<file path="src/rtl/pc_stack.sv">
// Program counter with load, increment, PC-relative jump and a hardware
// return-address stack for call/ret. All outputs come straight from flops.
module pc_stack #(
  parameter int unsigned WIDTH       = 16,
  parameter int unsigned DEPTH       = 8,
  parameter int unsigned RESET_VALUE = 0,
  parameter int unsigned STEP        = 1
) (
  input  logic                         clk,
  input  logic                         reset_n,
  input  logic [WIDTH-1:0]             in,
  input  logic [WIDTH-1:0]             offset,
  input  logic                         load,
  input  logic                         call,
  input  logic                         ret,
  input  logic                         jrel,
  input  logic                         inc,
  output logic [WIDTH-1:0]             out,
  output logic [$clog2(DEPTH+1)-1:0]   depth,
  output logic                         overflow,
  output logic                         underflow
);

  localparam int unsigned DW = $clog2(DEPTH + 1);
  localparam int unsigned IW = (DEPTH > 1) ? $clog2(DEPTH) : 1;

  localparam logic [WIDTH-1:0] RST_PC     = WIDTH'(RESET_VALUE);
  localparam logic [WIDTH-1:0] STEP_W     = WIDTH'(STEP);
  localparam logic [DW-1:0]    DEPTH_FULL = DW'(DEPTH);

  logic [WIDTH-1:0] out_q, out_d;
  logic [DW-1:0]    depth_q, depth_d;
  logic             overflow_q, overflow_d;
  logic             underflow_q, underflow_d;

  // Stack RAM is never reset; only entries below depth_q are ever read.
  logic [WIDTH-1:0] mem_q [2**IW];

  logic             push_en;
  logic [IW-1:0]    push_idx;
  logic [IW-1:0]    pop_idx;
  logic [WIDTH-1:0] push_data;

  always_comb begin
    out_d       = out_q;
    depth_d     = depth_q;
    overflow_d  = overflow_q;
    underflow_d = underflow_q;
    push_en     = 1'b0;
    push_idx    = IW'(depth_q);
    pop_idx     = IW'(depth_q - DW'(1));
    push_data   = out_q + STEP_W;

    if (load) begin
      out_d = in;
    end else if (call) begin
      out_d = in;
      if (depth_q < DEPTH_FULL) begin
        push_en = 1'b1;
        depth_d = depth_q + DW'(1);
      end else begin
        overflow_d = 1'b1;
      end
    end else if (ret) begin
      if (depth_q != '0) begin
        out_d   = mem_q[pop_idx];
        depth_d = depth_q - DW'(1);
      end else begin
        underflow_d = 1'b1;
      end
    end else if (jrel) begin
      out_d = out_q + offset;
    end else if (inc) begin
      out_d = out_q + STEP_W;
    end
  end

  always_ff @(posedge clk) begin
    if (!reset_n) begin
      out_q       <= RST_PC;
      depth_q     <= '0;
      overflow_q  <= 1'b0;
      underflow_q <= 1'b0;
    end else begin
      out_q       <= out_d;
      depth_q     <= depth_d;
      overflow_q  <= overflow_d;
      underflow_q <= underflow_d;
    end
  end

  // Reset suppresses the push so a call on the reset edge leaves no trace.
  always_ff @(posedge clk) begin
    if (reset_n && push_en) begin
      mem_q[push_idx] <= push_data;
    end
  end

  assign out       = out_q;
  assign depth     = depth_q;
  assign overflow  = overflow_q;
  assign underflow = underflow_q;

endmodule

</file>
<file path="config.mk">
export PLATFORM = sky130hd
export DESIGN_NAME = pc_stack
export DESIGN_NICKNAME = d
export VERILOG_FILES = /design/src/rtl/pc_stack.sv
export SDC_FILE = /design/constraint.sdc
export NUM_CORES = 1
export LEC_CHECK = 0
export ABC_AREA = 1
export CAP_MARGIN = 20
export CELL_PAD_IN_SITES_DETAIL_PLACEMENT = 0
export CELL_PAD_IN_SITES_GLOBAL_PLACEMENT = 1
export CORE_AREA = 2 2 184 114
export DETAILED_ROUTE_END_ITERATION = 8
export DIE_AREA = 0 0 186 116
export DONT_BUFFER_PORTS = 1
export GPL_ROUTABILITY_DRIVEN = 0
export GPL_TIMING_DRIVEN = 0
export PLACE_DENSITY_LB_ADDON = 0.25
export SYNTH_ARGS = -nofsm -noshare
export SYNTH_HDL_FRONTEND = slang
export SYNTH_SLANG_ARGS = --single-unit
</file>
<file path="constraint.sdc">
create_clock -name clk -period 6.1 [get_ports clk]
set_clock_uncertainty 0.05 [all_clocks]
set_input_delay 0.305 -clock clk [delete_from_list [all_inputs] [get_ports clk]]
set_output_delay 0.305 -clock clk [all_outputs]
set_load 0.03 [all_outputs]
</file>
---- Word-level counts from Yosys, hierarchy flattened ----
Memories as Yosys holds them, arrays and structs flattened.
Cells that the tools add are included.
Widths: inputs -> output; s select.
cells by class
  add/sub/neg operators ................... 4
  magnitude comparators ................... 1
  equal/unequal tests ..................... 2
  mux-type cells .......................... 15
  bitwise logic cells ..................... 4
  reduce and logical (&&, ||, !) cells .... 9
operator list
  operator               number
  $mux 16                6
  $add 16x1->16 const B  1
  $add 16x16->16         1
  $mux 4                 4
  $reduce_and 4->1       2
  $mux 1                 5
  $reduce_bool 5->1      1
  $add 4x1->4 const B    1
  $lt 4x4->1 const B     1
  $ne 4x3->1 const B     1
  $not 1->1              4
  $reduce_bool 2->1      2
  $reduce_bool 4->1      1
  $sub 4x1->4 const B    1
  $reduce_and 3->1       1
  $ne 2x1->1 const B     1
  $reduce_and 2->1       1
  $logic_and 1x1->1      1
storage, ports and cells
  flip-flop bits (word level) ............. 22
  bits in writable memories ............... 128
  input port bits ......................... 39
  word-level logic and storage cells ...... 40
  memories kept ........................... 1
memory list
  name   depth  width  read ports  clocked after memory_dff  wr ports  line  RTL
  mem_q  8      16     1           0                         1         37    logic [WIDTH-1:0] mem_q [2**IW];

---- Depth between registers and ports, before layout ----
  depth in word-level cells ............... 7
  mapped depth ............................ 15
  mapped depth without buffers ............ 14

---- Worst setup path before layout ----
Ideal clock, no wire load.
  path kind ............................... reg-to-reg
  start ................................... register depth_q[0], in the netlist depth[0]
  end ..................................... memory mem_q[1][0], enable pin
  arrival time ............................ 2.646 ns
  setup slack ............................. 2.974 ns
  stages on the path, launching flop included .. 5
  period minus slack after synthesis ...... 3.126 ns
  cell sequence ........................... dfxtp_1 -> buf_6 -> inv_4 -> buf_2 -> nor4_1
on the way
  longest elaborated chain between the ends .. 7
RTL lines
  item                          line  RTL
  from (decl)                   32    logic [DW-1:0] depth_q, depth_d;
  from (signal assigned)        86    depth_q <= depth_d;
  $lt 4x4->1                    58    if (depth_q < DEPTH_FULL) begin
  $mux 1                        58
  $mux 1                        56    end else if (call) begin
  $mux 1                        54    if (load) begin
  $logic_and 1x1->1             94    if (reset_n && push_en) begin
  $mux 1                        94
  $mux 1 (implied by the code)  95    mem_q[push_idx] <= push_data;
  to (decl)                     37
Parallel ways exist; a longest one is shown, timed or not.

---- Worst setup path in the final report ----
  start ................................... register depth_q[0], in the netlist depth[0]
  end ..................................... register out_q[11], in the netlist out[11]
on the way
  longest elaborated chain between the ends .. 6
  elaborated cells on any way between the ends .. 9
RTL lines
  item                  line  RTL
  $sub 4x1->4           -
  $mem_v2 8x16          -
  $mux 16               65    if (depth_q != '0) begin
  $mux 16               64    end else if (ret) begin
  $mux 16               56
  $mux 16               54
  to (signal assigned)  85    out_q <= out_d;
  to (decl)             31    logic [WIDTH-1:0] out_q, out_d;
Parallel ways exist; a longest one is shown, timed or not. The select of a mux whose other input is x is not followed.
A chain may end at the register's enable or synchronous reset.

==> results_dict.tcl <==
set metrics [dict create \
    grt_max_degree 17 \
    drc 0 \
    min_path_type "input pin to flip-flop" \
    yosys.area_share.simple 0.207 \
    yosys_warnings 0 \
    wire_per_inst_um 19.9 \
    vias 6149 \
    grt_use_met3 0.0713 \
    grt_pass1_vias 5675 \
    rows 40 \
    drt_iter0_drc 563 \
    rr_worst_depth 14 \
    n_fill_cell 1950 \
    synth_top_family_by_area "simple AND/OR/NAND/NOR gates" \
    timing.rr.end "out[11]" \
    slew-limit-headroom 0.225 \
    numClockSinks 150 \
    crit_type "flip-flop to flip-flop" \
    rrSetupSlack_ns 2.72 \
    drive_gt1_frac 0.105 \
    rsz0062_at_grt "no" \
    post-route-period-util 0.554 \
    use_met2 0.287 \
    start_util 0.395 \
    synthXorXnorAreaFrac 0.0224 \
    cts_buffers 17 \
    start_kind "flip-flop" \
    place_inst 1146 \
    avgSynthCellArea_um2 9.07 \
    finalInstanceArea_um2 8920 \
    min_period_ns 3.38 \
    min_path_cells 2 \
    hold_path.startpoint "in[5]" \
    worstPathRequired_ns 6.40 \
    synth_top_area_share 0.493 \
    grtUsageMet1 0.368 \
    clock.fmax_mhz 296 \
    place_area_um2 8330 \
    syn_area_um2 7800 \
    die-area_um2 21600 \
    clkSlewWorstSetupHoldPaths_ns 0.07 \
    p_per_area_nw_per_um2 312 \
    synth_top_area_cell "edfxtp_1" \
    hold_slack_ns 0.0426 \
    max_cap_viol_count 0 \
    cts_tree "yes" \
    setup_tns_ns 0 \
    ir_worst_vdd_mv 0.222 \
    fin_cells 1181 \
    die_w_um 186 \
    arrival_ns 3.68 \
    worst_pin_slew_ns 1.15 \
    port_buffers 0 \
    crit_path_max_fanout 11 \
    synthTopCellsByArea "edfxtp_1, nand2_1, nor2_1" \
    clk_path_buf_depth 2 \
    via_per_inst 5.21 \
    die_y_um 116 \
    end_kind "flip-flop" \
    cts_root_buffer "clkbuf_16" \
    clk_latency_ns 0.42 \
    r2r_start "depth[0]" \
    muxShareOfSynthArea 0 \
    synthAdderAreaFrac 0.0330 \
    dr.pass1.iters 5 \
    total_power_mw 2.78 \
    leakage_nw 3.50 \
    ys_types 40 \
    drv_slew 0 \
    synth_nets 919 \
    finalSetupViolations 0 \
    grt.total_usage 0.229 \
    ys_ff_latch 150 \
    syn_to_final_growth_pct 14.3 \
    cts_max_level 4 \
    yosysSeqAreaShare 0.549 \
    antenna_found_initial 1 \
    synth-compound-area-share 0.116 \
    gr-total-overflow 0 \
    num_io_pins 61 \
    drt.antenna.violating_nets 0 \
    busiest_layer "met1" \
    finalHoldViolCount 0 \
    core_area_um2 19800 \
    hold_end "out[5]" \
    postSynthCellCount 860 \
    status "finished, final reports clean" \
    nets 952 \
    drt-total-wl_um 23500 \
    dp_hpwl_um 17600 \
    cts.repair.resized 0 \
    grt_pass1_wl_um 35000 \
]
-- flip-flops by register name, summed over array words and instances (netlist names) --
| register | flops |
|---|---|
| out | 16 |
| depth | 4 |
| overflow | 1 |
| mem_q | 128 |
| underflow | 1 |
-- cell type report --
type                       instances  area, µm²  share of cell area
multi-input combinational        586       2990               0.336
timing repair buffer              14        154              0.0173
buffer                            39        244              0.0274
antenna                            2       5.00            0.000561
clock inverter                    15        148              0.0166
tap                              273        342              0.0383
sequential                       150       4280               0.480
inverter                          85        322              0.0361
clock buffer                      17        425              0.0477
-- worst max-delay path by stage --
stage                     slack (ns)     start     endpoint
after global routing            2.50  depth[0]       out[1]
after detailed placement        2.77  depth[0]      out[11]
after floorplan                 2.97  depth[0]  mem_q[1][0]
after CTS                       2.76  depth[0]      out[11]
after global placement          0.82  depth[0]  mem_q[7][0]
final                           2.72  depth[0]      out[11]
-- synthesized netlist by cell type, drive strengths merged --
library cell,count
clkbuf,15
o21bai,2
a221oi,1
o21ai,83
xnor2,9
xor2,8
nor4,4
edfxtp,128
nand3,53
nor3,9
buf,24
fa,1
inv,83
o22ai,7
o221ai,6
nor2,142
a31oi,1
ha,19
o211ai,26
a21oi,32
nor3b,1
clkinv,2
nand2,175
dfxtp,22
nand4,7
-- timing repair --
action,in CTS,in global routing
buffers inserted,0,0
hold endpoints to repair,5,0
hold buffers,1,0
-- power breakdown --
part	internal (mW)	total (mW)	leakage [nW]	switching [mW]
registers	1.15	1.21	1.35	0.0615
clock network	0.571	1.02	0.268	0.449
logic	0.173	0.550	1.88	0.377
-- cell usage in the layout (no fill, tap or decap), types with 2 or more instances in the layout --
| cell type | netlist | final |
|---|---|---|
| buf_8 | 0 | 2 |
| clkbuf_8 | 2 | 2 |
| nor4_2 | 0 | 3 |
| o21bai_1 | 2 | 2 |
| ha_1 | 19 | 19 |
| nand3_1 | 52 | 52 |
| clkbuf_16 | 0 | 17 |
| nor3_2 | 0 | 3 |
| o221ai_1 | 6 | 6 |
| nand4_1 | 7 | 7 |
| inv_6 | 0 | 6 |
| nor2_2 | 1 | 3 |
| o22ai_1 | 7 | 7 |
| clkinv_4 | 0 | 4 |
| o211ai_1 | 26 | 26 |
| clkbuf_1 | 11 | 11 |
| o21ai_1 | 7 | 7 |
| xnor2_1 | 7 | 7 |
| buf_2 | 14 | 14 |
| buf_6 | 4 | 7 |
| inv_2 | 2 | 2 |
| a21oi_2 | 2 | 2 |
| clkbuf_4 | 2 | 2 |
| inv_1 | 80 | 80 |
| nand2_1 | 173 | 173 |
| edfxtp_1 | 128 | 128 |
| nor2_1 | 138 | 136 |
| nor2_4 | 3 | 3 |
| a21oi_1 | 30 | 30 |
| buf_4 | 6 | 13 |
| o21ai_0 | 76 | 76 |
| diode_2 | 0 | 2 |
| clkinvlp_4 | 0 | 4 |
| xor2_1 | 8 | 8 |
| clkinv_1 | 2 | 2 |
| dfxtp_1 | 22 | 22 |
| nor3_1 | 9 | 6 |
-- kinds of logic (layout without fill, tap and decap cells) --
family	count (synthesis)	count (layout)
flip-flops	150	150
adder cells (fa/ha/maj)	20	20
XOR/XNOR	17	17
buffers and inverters	124	170
AND/OR/NAND/NOR	391	391
AO/OA/AOI/OAI	158	158
other	0	2
-- critical path: stages (launching register included) --
cell and delay [ns]:
dfxtp_1 0.76, buf_6 0.26, inv_4 0.09, buf_2 0.21, ha_1 0.33, buf_6 0.12
clkbuf_1 0.48, o21ai_0 0.19, o211ai_1 0.25, nand3_1 0.19, nand2_1 0.11, inv_1 0.05
nand2_1 0.06, nand2_1 0.04, a21oi_1 0.11
-- layer usage --
metal | share of wire | routed length, µm | up-vias
met5 | 0 | 0 | -
met2 | 0.37 | 8600 | 246
met1 | 0.53 | 12400 | 2883
li1 | - | - | 3002
met3 | 0.098 | 2310 | 18
met4 | 0.010 | 236 | 0
-- stage by stage --
step | util | setup WS, ns
after floorplan | - | 2.97
after global placement | 0.412 | 0.823
after detailed placement | 0.421 | 2.77
after CTS | 0.451 | 2.76
after global routing | 0.451 | 2.50
final | 0.451 | 2.72
Power figures use the tool's default switching activity.
